**config.mk**
```make
export PLATFORM = sky130hd
export DESIGN_NAME = palette_lookup_arbiter
export DESIGN_NICKNAME = d
export VERILOG_FILES = /design/src/rtl/palette_lookup_arbiter.sv
export SDC_FILE = /design/constraint.sdc
export NUM_CORES = 1
export LEC_CHECK = 0
export BUFFER_PORTS_ARGS = -buffer_cell sky130_fd_sc_hd__buf_2
export CAP_MARGIN = 20
export CORE_MARGIN = 5
export CORE_UTILIZATION = 49
export CTS_CLUSTER_SIZE = 30
export DETAILED_ROUTE_END_ITERATION = 6
export PLACE_DENSITY = 0.85
export SKIP_CTS_REPAIR_TIMING = 1
export SLEW_MARGIN = 20
export SYNTH_ARGS = -nofsm -noshare
export SYNTH_HDL_FRONTEND = slang
export SYNTH_SLANG_ARGS = --single-unit
export TNS_END_PERCENT = 1
```
**constraint.sdc**
```tcl
create_clock -name Clk -period 5.6 [get_ports Clk]
set_input_delay 0.84 -clock Clk [delete_from_list [all_inputs] [get_ports Clk]]
set_output_delay 0.84 -clock Clk [all_outputs]
set_load 0.1 [all_outputs]
```
**src/rtl/palette_lookup_arbiter.sv**
```systemverilog
// Round-robin share of one combinational 16-entry palette among NUM_REQ sprite renderers.
// 1-cycle grant->response latency; rsp_ready low holds the response and blocks new grants.
module palette_lookup_arbiter #(
    parameter int         NUM_REQ         = 4,
    parameter int         ID_W            = $clog2(NUM_REQ),
    parameter logic [3:0] TRANSPARENT_IDX = 4'h0
) (
    input  logic                 Clk,
    input  logic                 Reset_n,
    input  logic                 flush,
    input  logic [NUM_REQ-1:0]   req_valid,
    input  logic [4*NUM_REQ-1:0] req_index,
    output logic [NUM_REQ-1:0]   req_grant,
    output logic [3:0]           pal_index,
    input  logic [11:0]          pal_rgb,
    output logic                 rsp_valid,
    input  logic                 rsp_ready,
    output logic [ID_W-1:0]      rsp_id,
    output logic [11:0]          rsp_rgb,
    output logic                 rsp_transparent
);

    typedef enum logic [1:0] {IDLE, SERVE, STALL} state_t;

    state_t          state;
    state_t          state_nxt;
    logic [ID_W-1:0] rr_ptr;
    logic [ID_W-1:0] win;
    logic [ID_W-1:0] cand;
    logic [ID_W-1:0] sel;
    logic            found;
    logic            can_issue;
    logic            grant_any;

    assign rsp_valid = (state != IDLE);

    // STALL only blocks while rsp_ready is low; once it rises the slot frees in that same cycle.
    assign can_issue = Reset_n & ~flush & (~rsp_valid | rsp_ready);

    always_comb begin
        found = 1'b0;
        win   = '0;
        cand  = '0;
        for (int k = 0; k < NUM_REQ; k++) begin
            cand = ID_W'((int'(rr_ptr) + k) % NUM_REQ);
            if (!found && req_valid[cand]) begin
                found = 1'b1;
                win   = cand;
            end
        end
    end

    assign grant_any = can_issue & found;
    assign sel       = grant_any ? win : rr_ptr;
    assign pal_index = req_index[4*sel +: 4];

    always_comb begin
        req_grant = '0;
        if (grant_any) begin
            req_grant[win] = 1'b1;
        end
    end

    always_comb begin
        state_nxt = state;
        if (flush) begin
            state_nxt = IDLE;
        end else begin
            case (state)
                IDLE: begin
                    if (grant_any) state_nxt = SERVE;
                end
                SERVE, STALL: begin
                    if (!rsp_ready)     state_nxt = STALL;
                    else if (grant_any) state_nxt = SERVE;
                    else                state_nxt = IDLE;
                end
                default: state_nxt = IDLE;
            endcase
        end
    end

    always_ff @(posedge Clk or negedge Reset_n) begin
        if (!Reset_n) begin
            state <= IDLE;
        end else begin
            state <= state_nxt;
        end
    end

    always_ff @(posedge Clk or negedge Reset_n) begin
        if (!Reset_n) begin
            rr_ptr          <= '0;
            rsp_id          <= '0;
            rsp_rgb         <= '0;
            rsp_transparent <= 1'b0;
        end else if (grant_any) begin
            rr_ptr          <= (win == ID_W'(NUM_REQ-1)) ? '0 : win + 1'b1;
            rsp_id          <= win;
            rsp_rgb         <= pal_rgb;
            rsp_transparent <= (pal_index == TRANSPARENT_IDX);
        end
    end

endmodule

```
==> results of run 1 <==
==> path summary, 6_finish.rpt <==
kind,startpoint,cells after the start,slack [ns],end
worst max register to register,state[0]$_DFFE_PN0P_,8,2.77,rsp_transparent$_DFFE_PN0P_
min in group Clk,rsp_transparent$_DFFE_PN0P_,2,0.48,rsp_transparent$_DFFE_PN0P_
worst min-delay path,Reset_n,1,0.47,rsp_rgb[2]$_DFFE_PN0P_
worst min register to register,rsp_transparent$_DFFE_PN0P_,2,0.48,rsp_transparent$_DFFE_PN0P_
worst max-delay path,Reset_n,7,1.30,pal_index[2]
max in group asynchronous,Reset_n,1,4.80,rsp_id[1]$_DFFE_PN0P_
==> layer usage <==
metal | vias up | global-route usage, % | wire [microns]
met5 | - | 0 | 0
met3 | 4 | 2.83 | 280
met2 | 55 | 30.6 | 1380
met1 | 541 | 22.9 | 1260
li1 | 593 | - | -
met4 | 0 | 4.75 | 20
==> power groups by stage <==
stage | clock, mW | combinational [mW] | sequential (mW)
final | 0.0676 | 0.541 | 0.188
after global routing | 0.0751 | 0.573 | 0.193
after CTS | 0.0700 | 0.544 | 0.188
after detailed placement | 0 | 0.544 | 0.190
after global placement | 0 | 0.534 | 0.188
after floorplan | 0 | 0.300 | 0.341
==> layout make-up <==
| type | instances | area share [%] |
|---|---|---|
| Clock buffer | 3 | 1.45 |
| Clock inverter | 1 | 0.322 |
| Tap cell | 30 | 2.42 |
| Timing Repair Buffer | 60 | 19.5 |
| Sequential cell | 19 | 30.6 |
| Multi-Input combinational cell | 106 | 44.0 |
| Inverter | 7 | 1.69 |
==> through the flow <==
stage	power [mW]	cell area, sq um	instances	setup slack, ns	utilization, %
after detailed placement	0.734	1530	222	1.26	63.3
after floorplan	0.642	1200	136	1.22	-
after CTS	0.802	1550	226	1.26	64.4
after global placement	0.723	1530	222	1.36	63.3
final	0.797	1550	226	1.30	64.4
after global routing	0.841	1550	226	1.05	64.4
==> cells in the final DEF (no fill, tap or decap), types with 3 or more instances in the layout <==
| cell | n |
|---|---|
| and2_1 | 9 |
| a31oi_1 | 4 |
| clkbuf_4 | 3 |
| nand2_1 | 44 |
| buf_2 | 59 |
| dfrtp_1 | 19 |
| nor2_1 | 6 |
| a221oi_1 | 4 |
| ha_1 | 6 |
| inv_1 | 7 |
==> critical path: cells and delay by family <==
kind	cells	cell delay, ns
AO/OA/AOI/OAI	3	0.89
buffers and inverters	2	0.86
AND/OR/NAND/NOR	2	0.85
==> flip-flops by register name (all words and copies together), names as in the netlist <==
| register | count |
|---|---|
| rsp_id | 2 |
| rsp_rgb | 12 |
| state | 2 |
| rr_ptr | 2 |
| rsp_transparent | 1 |
==> cell families (layout without fill, tap and decap cells) <==
family	after synthesis	count (layout)	synth area share (%)
buffers and inverters	11	71	3.54
muxes	2	2	1.67
and+or+nand+nor	71	71	28.6
AOI/OAI and AO/OA	27	27	20.3
DFF	19	19	39.6
adders and majority gates	6	6	6.25
==> impl_metrics.yaml, run 1 <==
placement:
  dp_hpwl_microns: 2360
  gp_congestion: 0.808
  io_buffers: 59
sta:
  setup_tns_ns: 0
  setup_viol: 0
  holdWs_ns: 0.473
  fin_crit_sh_pct: 76.8
  maxSlewViolCount: 0
  timing.fmax_ghz: 0.233
  hold_violations: 0
  slew_headroom_pct: 45.6
  final.min_clock_period_ns: 4.30
  worst_pin_slew_ns: 0.816
  fin_skew_ns: 0.00679
  grt_setup_unrepaired: "no"
synth:
  ys.warnings.count: 0
  synth_cell_types: 34
  synth-edff-count: 0
  ys_async_sr_fraction_pct: 100
  syn_area_sq_mm: 0.00120
  synth.avg_cell_area_sq_um: 8.83
  ys.flop_type: "dfrtp_1"
  synth_top_area_cell: "dfrtp_1"
  ys_seq_elements: 19
  synth_top_area_share_pct: 39.6
  synth_area_leaders: "dfrtp_1 40%, nand2_1 14%, ha_1 6.3%, and2_1 4.7%, o31ai_4 3.5%"
  syn-num-nets: 178
  yosysMostFrequentCell: "nand2_1"
  ys_seq_area_share_pct: 39.6
  synth_commonest_cells: "44 x nand2_1, 19 x dfrtp_1, 9 x and2_1"
  netlist_instances: 136
floorplanning:
  core_sq_mm: 0.00241
  die_x_microns: 59.5
  pin_count: 60
  floorplan.initialDensity_pct: 49.8
  dieArea_sq_mm: 0.00354
  rows: 18
  die-height_microns: 59.5
power:
  seqPwrFrac_pct: 23.6
  p_leak_nw: 0.850
  combPwrFrac_pct: 67.9
  p_sw_share_pct: 62.5
  p_per_area_mw_per_mm2: 513
  vdd_drop_max_mv: 0.343
  power.internal_mw: 0.299
  p_clk_share_pct: 8.5
  p_sw_mw: 0.498
cts:
  clock_latency_ns: 0.30
  root_buffer: "clkbuf_4"
  clk_pin_slew_ns: 0.11
  clock_sinks: 19
  tritoncts: "built"
  htreeDepth: 1
  numCtsBuffers: 3
  clock_path_buffers: 2
critical_path:
  cp.arrival_ns: 3.46
  timing.critical_path.mode_cell: "buf_2"
  critical_path.cell_chain: "buf_2 > nand2b_4 > or3_1 > a32oi_1 > a31oi_1 > a22oi_1 > buf_2"
  critical_path_required_ns: 4.76
  critPathLaunchType: "input pin"
  crit_type: "input pin to output pin"
  critPathMaxFanout: 24
  worst_path_largest_cell_delay_ns: 0.73
  endpoint_kind: "output pin"
  cp_slowest_cell: "or3_1"
layout:
  fillers: 209
  regArea_sq_um: 475
  syn2layout_area_growth_pct: 29.3
  multi_input_area_sq_um: 683
  antenna_cells: 0
  nets: 239
  drive_gt1_share_pct: 37.2
global_routing:
  grt_max_degree: 25
  track_usage_pct: 17.7
  grt_antenna_before_repair: 0
  grt_pass1_vias: 1151
  grt_pass1_wl_microns: 4940
  overflow: 0
drt:
  routedWlPerCell_microns: 13.0
  drc_errors: 0
  dr.first_iter.drc_count: 63
  first_pass_iters: 4
  wl_microns: 2940
  detail-route-antenna-nets: 0
  viasPerCell: 5.28
  vias: 1193
outcome:
  status: "complete, no violations"
job:
  drv_cap: 0
worst_hold_path:
  hold_path.class: "input pin to async pin"
Note: power is estimated with default switching activity, not from simulation.
==> inputs of run 2 (changes only) <==
--- a/config.mk
+++ b/config.mk
@@ -8,10 +8,10 @@
 export BUFFER_PORTS_ARGS = -buffer_cell sky130_fd_sc_hd__buf_2
 export CAP_MARGIN = 20
 export CORE_MARGIN = 5
-export CORE_UTILIZATION = 49
+export CORE_UTILIZATION = 45
 export CTS_CLUSTER_SIZE = 30
 export DETAILED_ROUTE_END_ITERATION = 6
-export PLACE_DENSITY = 0.85
+export PLACE_DENSITY = 0.79
 export SKIP_CTS_REPAIR_TIMING = 1
 export SLEW_MARGIN = 20
 export SYNTH_ARGS = -nofsm -noshare
==> constraint.sdc (replaced) <==
create_clock -name Clk -period 4.3 [get_ports Clk]
set_input_delay 0.645 -clock Clk [delete_from_list [all_inputs] [get_ports Clk]]
set_output_delay 0.645 -clock Clk [all_outputs]
set_load 0.1 [all_outputs]
==> run 2 against run 1 <==
  * Highest routed layer is now met3
  * Worst hold slack got worse by 0.12 ns
  * Critical path depth grew 1
  * Non-clock buffer count is 2 higher
  * Combinational power up 32%
==> impl_metrics.yaml, run 2 (same netlist as run 1, synthesis figures left out) <==
sta:
  final.min_clock_period_ns: 3.60
  fin_crit_sh_pct: 83.7
  timing.fmax_ghz: 0.278
  maxSlewViolCount: 0
  setup_viol: 0
  grt_setup_unrepaired: "no"
  setup_tns_ns: 0
  hold_violations: 0
  slew_headroom_pct: 65.8
  fin_skew_ns: 0.00212
  setup_slack_ns: 0.701
  worst_pin_slew_ns: 0.509
cts:
  clk_pin_slew_ns: 0.10
  htreeDepth: 1
  clock_path_buffers: 2
  clock_sinks: 19
  clock_latency_ns: 0.29
  numCtsBuffers: 3
  tritoncts: "built"
  root_buffer: "clkbuf_4"
floorplanning:
  die_x_microns: 61.7
  rows: 18
  floorplan.initialDensity_pct: 47.6
  dieArea_sq_mm: 0.00380
  die-height_microns: 61.7
  core_sq_mm: 0.00252
  pin_count: 60
drt:
  routedWlPerCell_microns: 14.2
  drc_errors: 0
  vias: 1214
  detail-route-antenna-nets: 0
  viasPerCell: 5.32
  dr.first_iter.drc_count: 47
  first_pass_iters: 4
  wl_microns: 3230
global_routing:
  grt_max_degree: 20
  met1_usage_pct: 20.2
  globalRouteMet3Util_pct: 2.73
  overflow: 0
  grt_pass1_vias: 1239
  met2_usage_pct: 34.5
  grt_antenna_before_repair: 0
  track_usage_pct: 17.8
  grt.busiest_layer: "met2"
  grt_pass1_wl_microns: 5200
layout:
  syn2layout_area_growth_pct: 30.4
  layout_common_cells: "59 x buf_2, 44 x nand2_1, 19 x dfrtp_1"
  fillers: 239
  drive_gt1_share_pct: 37.4
  largest_reg_flops: 12
  nets: 241
  utilization_pct: 62.1
  regMostFlops: "rsp_rgb"
  final_common_cell: "buf_2"
  antenna_cells: 0
placement:
  post-place-ws_ns: 0.928
  dp_hpwl_microns: 2640
  io_buffers: 59
  gp_congestion: 0.828
job:
  drv_cap: 0
critical_path:
  critical_path_required_ns: 3.65
  endpoint_kind: "output pin"
  reg2regPathDepth: 9
  crit_type: "flip-flop to output pin"
  critPathMaxFanout: 6
  worst_path_largest_cell_delay_ns: 0.49
  critPathLaunchType: "flip-flop"
  critical_path.cell_chain: "inv_1 > ha_1 > nor2_2 > or3_1 > a32oi_1 > a31oi_1 > a22oi_1 > buf_2"
  reg2reg_from: "state[0]$_DFFE_PN0P_"
  r2r_slack_ns: 1.71
  r2r-end: "rsp_transparent$_DFFE_PN0P_"
  cp.arrival_ns: 2.95
  cp_slowest_cell: "or3_1"
worst_hold_path:
  hold_path.class: "input pin to async pin"
power:
  vdd_drop_max_mv: 0.548
  p_leak_nw: 0.856
  p_per_area_mw_per_mm2: 668
outcome:
  status: "complete, no violations"
run 2: changes by cell type in the layout (fill, tap and decap cells not counted), sizes merged:
cell / delta
clkinv: -1
clkbuf: +1
buf: +2
run 2: area by class of cell:
class | count | area, sq um | share of cell area (%)
multi-input combinational | 106 | 683 | 43.6
sequential | 19 | 475 | 30.4
timing repair buffer | 62 | 318 | 20.3
tap | 30 | 37.5 | 2.40
clock buffer | 4 | 26.3 | 1.68
inverter | 7 | 26.3 | 1.68
run 2: metrics by stage:
| stage | cell area [sq um] | hold WS (ns) | total power [mW] | std cells |
|---|---|---|---|---|
| global route | 1570 | 0.359 | 1.10 | 228 |
| detailed placement | 1540 | 0.462 | 0.965 | 224 |
| CTS | 1570 | 0.359 | 1.05 | 228 |
| global placement | 1540 | 0.454 | 0.945 | 224 |
| finish | 1570 | 0.357 | 1.05 | 228 |
| floorplan | 1200 | 0.349 | 0.836 | 136 |
run 2: worst max-delay path by stage:
stage,startpoint,endpoint,slack (ns),cells after the start
after floorplan,flush,pal_index[3],0.31,6
after global placement,flush,pal_index[3],1.02,7
after detailed placement,flush,pal_index[2],0.93,7
after CTS,state[0]$_DFFE_PN0P_,pal_index[2],0.71,8
after global routing,state[0]$_DFFE_PN0P_,pal_index[2],0.49,8
final,state[0]$_DFFE_PN0P_,pal_index[2],0.70,8
run 2: metal layers:
| layer | wire length (microns) | up-vias |
|---|---|---|
| li1 | - | 593 |
| met1 | 1260 | 569 |
| met2 | 1650 | 52 |
| met3 | 317 | 0 |
| met4 | 0 | 0 |
| met5 | 0 | - |
run 2: where the power goes:
part | leakage, nW | switching, mW | internal, mW | total, mW
Clock | 0.0150 | 0.0514 | 0.0360 | 0.0874
Combinational | 0.602 | 0.571 | 0.142 | 0.713
Sequential | 0.240 | 0.0309 | 0.215 | 0.246
run 2: critical path: cells and delay by family, from the launching register on:
family	cells	cell delay, ns
AO/OA/AOI/OAI	3	0.83
adder cells (fa/ha/maj)	1	0.27
buffers and inverters	2	0.55
flip-flops	1	0.42
AND/OR/NAND/NOR	2	0.59
==> inputs of run 3 (changes only) <==
--- a/config.mk
+++ b/config.mk
@@ -5,13 +5,14 @@
 export SDC_FILE = /design/constraint.sdc
 export NUM_CORES = 1
 export LEC_CHECK = 0
+export ABC_AREA = 1
 export BUFFER_PORTS_ARGS = -buffer_cell sky130_fd_sc_hd__buf_2
 export CAP_MARGIN = 20
 export CORE_MARGIN = 5
-export CORE_UTILIZATION = 45
+export CORE_UTILIZATION = 48
 export CTS_CLUSTER_SIZE = 30
 export DETAILED_ROUTE_END_ITERATION = 6
-export PLACE_DENSITY = 0.79
+export PLACE_DENSITY = 0.8
 export SKIP_CTS_REPAIR_TIMING = 1
 export SLEW_MARGIN = 20
 export SYNTH_ARGS = -nofsm -noshare
==> constraint.sdc (replaced) <==
create_clock -name Clk -period 3.6 [get_ports Clk]
set_input_delay 0.54 -clock Clk [delete_from_list [all_inputs] [get_ports Clk]]
set_output_delay 0.54 -clock Clk [all_outputs]
set_load 0.1 [all_outputs]
==> run 3 against run 2 <==
  * Wire length is 2.4% higher
  * Clock skew about the same
  * Synthesized area rose by 18%
  * Clock-buffer cell count down 1
  * Critical path type unchanged
  * Largest cell class unchanged
  * Highest routed layer is now met4
==> impl_metrics.yaml, run 3 <==
job:
  drv_cap: 0
layout:
  antenna_cells: 0
  nets: 315
  syn2layout_area_growth_pct: 24.6
  fin_area_sq_mm: 0.00176
  fillers: 252
  drive_gt1_share_pct: 32.0
  regMostFlops: "rsp_rgb"
  layout_common_cells: "102 x nand2_1, 59 x buf_2, 21 x inv_1"
  largest_reg_flops: 12
  final_common_cell: "nand2_1"
global_routing:
  grt_antenna_before_repair: 0
  track_usage_pct: 16.1
  grt_pass1_wl_microns: 5680
  grt_max_degree: 27
  overflow: 0
  grt_pass1_vias: 1369
sta:
  hold_violations: 0
  maxSlewViolCount: 0
  timing.fmax_ghz: 0.303
  setup_tns_ns: 0
  grt_setup_unrepaired: "no"
  final.min_clock_period_ns: 3.30
  fin_crit_sh_pct: 91.8
  setup_viol: 0
  slew_headroom_pct: 67.3
  fin_skew_ns: 0.00236
  setup_slack_ns: 0.296
  worst_pin_slew_ns: 0.494
drt:
  routedWlPerCell_microns: 10.9
  first_pass_iters: 5
  dr.first_iter.drc_count: 69
  vias: 1445
  detail-route-antenna-nets: 0
  drc_errors: 0
  viasPerCell: 4.77
  wl_microns: 3300
cts:
  clock_path_buffers: 2
  clock_latency_ns: 0.29
  tritoncts: "built"
  clock_sinks: 19
  root_buffer: "clkbuf_4"
  numCtsBuffers: 3
  htreeDepth: 1
  clk_pin_slew_ns: 0.11
synth:
  ys.warnings.count: 0
  synthMuxAreaShare_pct: 0
  synth_cell_types: 23
  synthSimpleGateAreaFrac_pct: 49.2
  yosysMostFrequentCell: "nand2_1"
  synth_top_area_share_pct: 33.6
  synthAdderAreaFrac_pct: 5.31
  synth_top_area_cell: "dfrtp_1"
  synth-edff-count: 0
  ys_async_sr_fraction_pct: 100
  ys_seq_elements: 19
  synth_commonest_cells: "102 x nand2_1, 21 x inv_1, 20 x nand3_1"
  synth_top_family_by_area: "simple AND/OR/NAND/NOR gates"
  ys.flop_type: "dfrtp_1"
  syn_area_sq_mm: 0.00142
  synth_xor_area_share_pct: 0
  syn-num-nets: 254
  ys_seq_area_share_pct: 33.6
  synth.avg_cell_area_sq_um: 6.68
  netlist_instances: 212
  synth-compound-area-share_pct: 3.54
  synth_area_leaders: "dfrtp_1 34%, nand2_1 27%, nand3_1 7.1%, inv_1 5.6%, ha_1 5.3%"
floorplanning:
  core_sq_mm: 0.00278
  pin_count: 60
  die-height_microns: 64.3
  floorplan.initialDensity_pct: 50.9
  rows: 19
  die_x_microns: 64.3
  dieArea_sq_mm: 0.00413
critical_path:
  critPathMaxFanout: 26
  critical_path.cell_chain: "inv_2 > nand2_1 > nand2_1 > nand2_1 > nand2_2 > nor2_4 > nand3_2 > nand2_4 > inv_6 > nand3_1 > nand2_1 > nand3_1 > nand2_1 > buf_2"
  r2r_slack_ns: 1.20
  cp_slowest_cell: "dfrtp_2"
  critical_path_required_ns: 3.06
  critPathLaunchType: "flip-flop"
  r2r-end: "rsp_transparent$_DFFE_PN0P_"
  crit_type: "flip-flop to output pin"
  reg2regPathDepth: 15
  cp.arrival_ns: 2.76
  worst_path_largest_cell_delay_ns: 0.52
  endpoint_kind: "output pin"
  crit_start: "rr_ptr[0]$_DFFE_PN0P_"
  endpoint: "pal_index[2]"
  timing.critical_path.mode_cell: "nand2_1"
  reg2reg_from: "rr_ptr[0]$_DFFE_PN0P_"
placement:
  dp_hpwl_microns: 2670
  post-place-ws_ns: 0.485
  postPlaceCellArea_sq_mm: 0.00173
  io_buffers: 59
  gp_congestion: 0.855
outcome:
  status: "complete, no violations"
worst_hold_path:
  hold_path.class: "input pin to async pin"
==> run 3: layout make-up <==
| class | instances | area, sq um | area share (%) |
|---|---|---|---|
| sequential | 19 | 477 | 27.0 |
| timing repair buffer | 60 | 303 | 17.2 |
| clock buffer | 3 | 22.5 | 1.28 |
| tap | 31 | 38.8 | 2.20 |
| inverter | 24 | 95.1 | 5.39 |
| clock inverter | 1 | 5.00 | 0.284 |
| multi-input combinational | 165 | 822 | 46.6 |
==> run 3: critical path: cells and delay by family, from the launching register on <==
| kind | cells | cell delay [ns] |
|---|---|---|
| DFF | 1 | 0.52 |
| and+or+nand+nor | 11 | 1.13 |
| buffers and inverters | 3 | 0.82 |
==> run 3: worst min path at each step <==
stage,cells past startpoint,endpoint,start,slack (ns)
after floorplan,0,rr_ptr[0]$_DFFE_PN0P_,Reset_n,0.24
after global placement,2,rsp_rgb[8]$_DFFE_PN0P_,rsp_rgb[8]$_DFFE_PN0P_,0.46
after detailed placement,2,rsp_rgb[4]$_DFFE_PN0P_,rsp_rgb[4]$_DFFE_PN0P_,0.46
after CTS,2,rr_ptr[1]$_DFFE_PN0P_,Reset_n,0.24
after global routing,2,rsp_rgb[2]$_DFFE_PN0P_,Reset_n,0.24
final,2,rsp_rgb[9]$_DFFE_PN0P_,Reset_n,0.23
==> run 3: routing by layer <==
| metal | routed length (microns) | share of wire [%] | vias up | track usage, % |
|---|---|---|---|---|
| met5 | 0 | 0 | - | 0 |
| met4 | 19 | 0.58 | 0 | 3.05 |
| met3 | 283 | 8.6 | 2 | 3.85 |
| met2 | 1490 | 45 | 44 | 26.2 |
| met1 | 1510 | 46 | 628 | 21.9 |
| li1 | - | - | 771 | - |
==> run 3: kinds of logic (layout without fill, tap and decap cells) <==
| logic type | after synthesis | count (layout) |
|---|---|---|
| flops | 19 | 19 |
| buf+inv | 28 | 88 |
| fa+ha+maj | 6 | 6 |
| compound gates | 8 | 8 |
| simple gates | 151 | 151 |
==> run 3: stage by stage <==
step	util, %	hold WS, ns	instances
after global routing	63.4	0.238	303
after global placement	62.3	0.463	299
final	63.4	0.232	303
after CTS	63.3	0.238	303
after floorplan	-	0.244	212
after detailed placement	62.3	0.461	299
Power of run 3 is left out: the tool's default activity adds up to more than one toggle a clock period on the data nets, which glitch-free logic cannot reach.
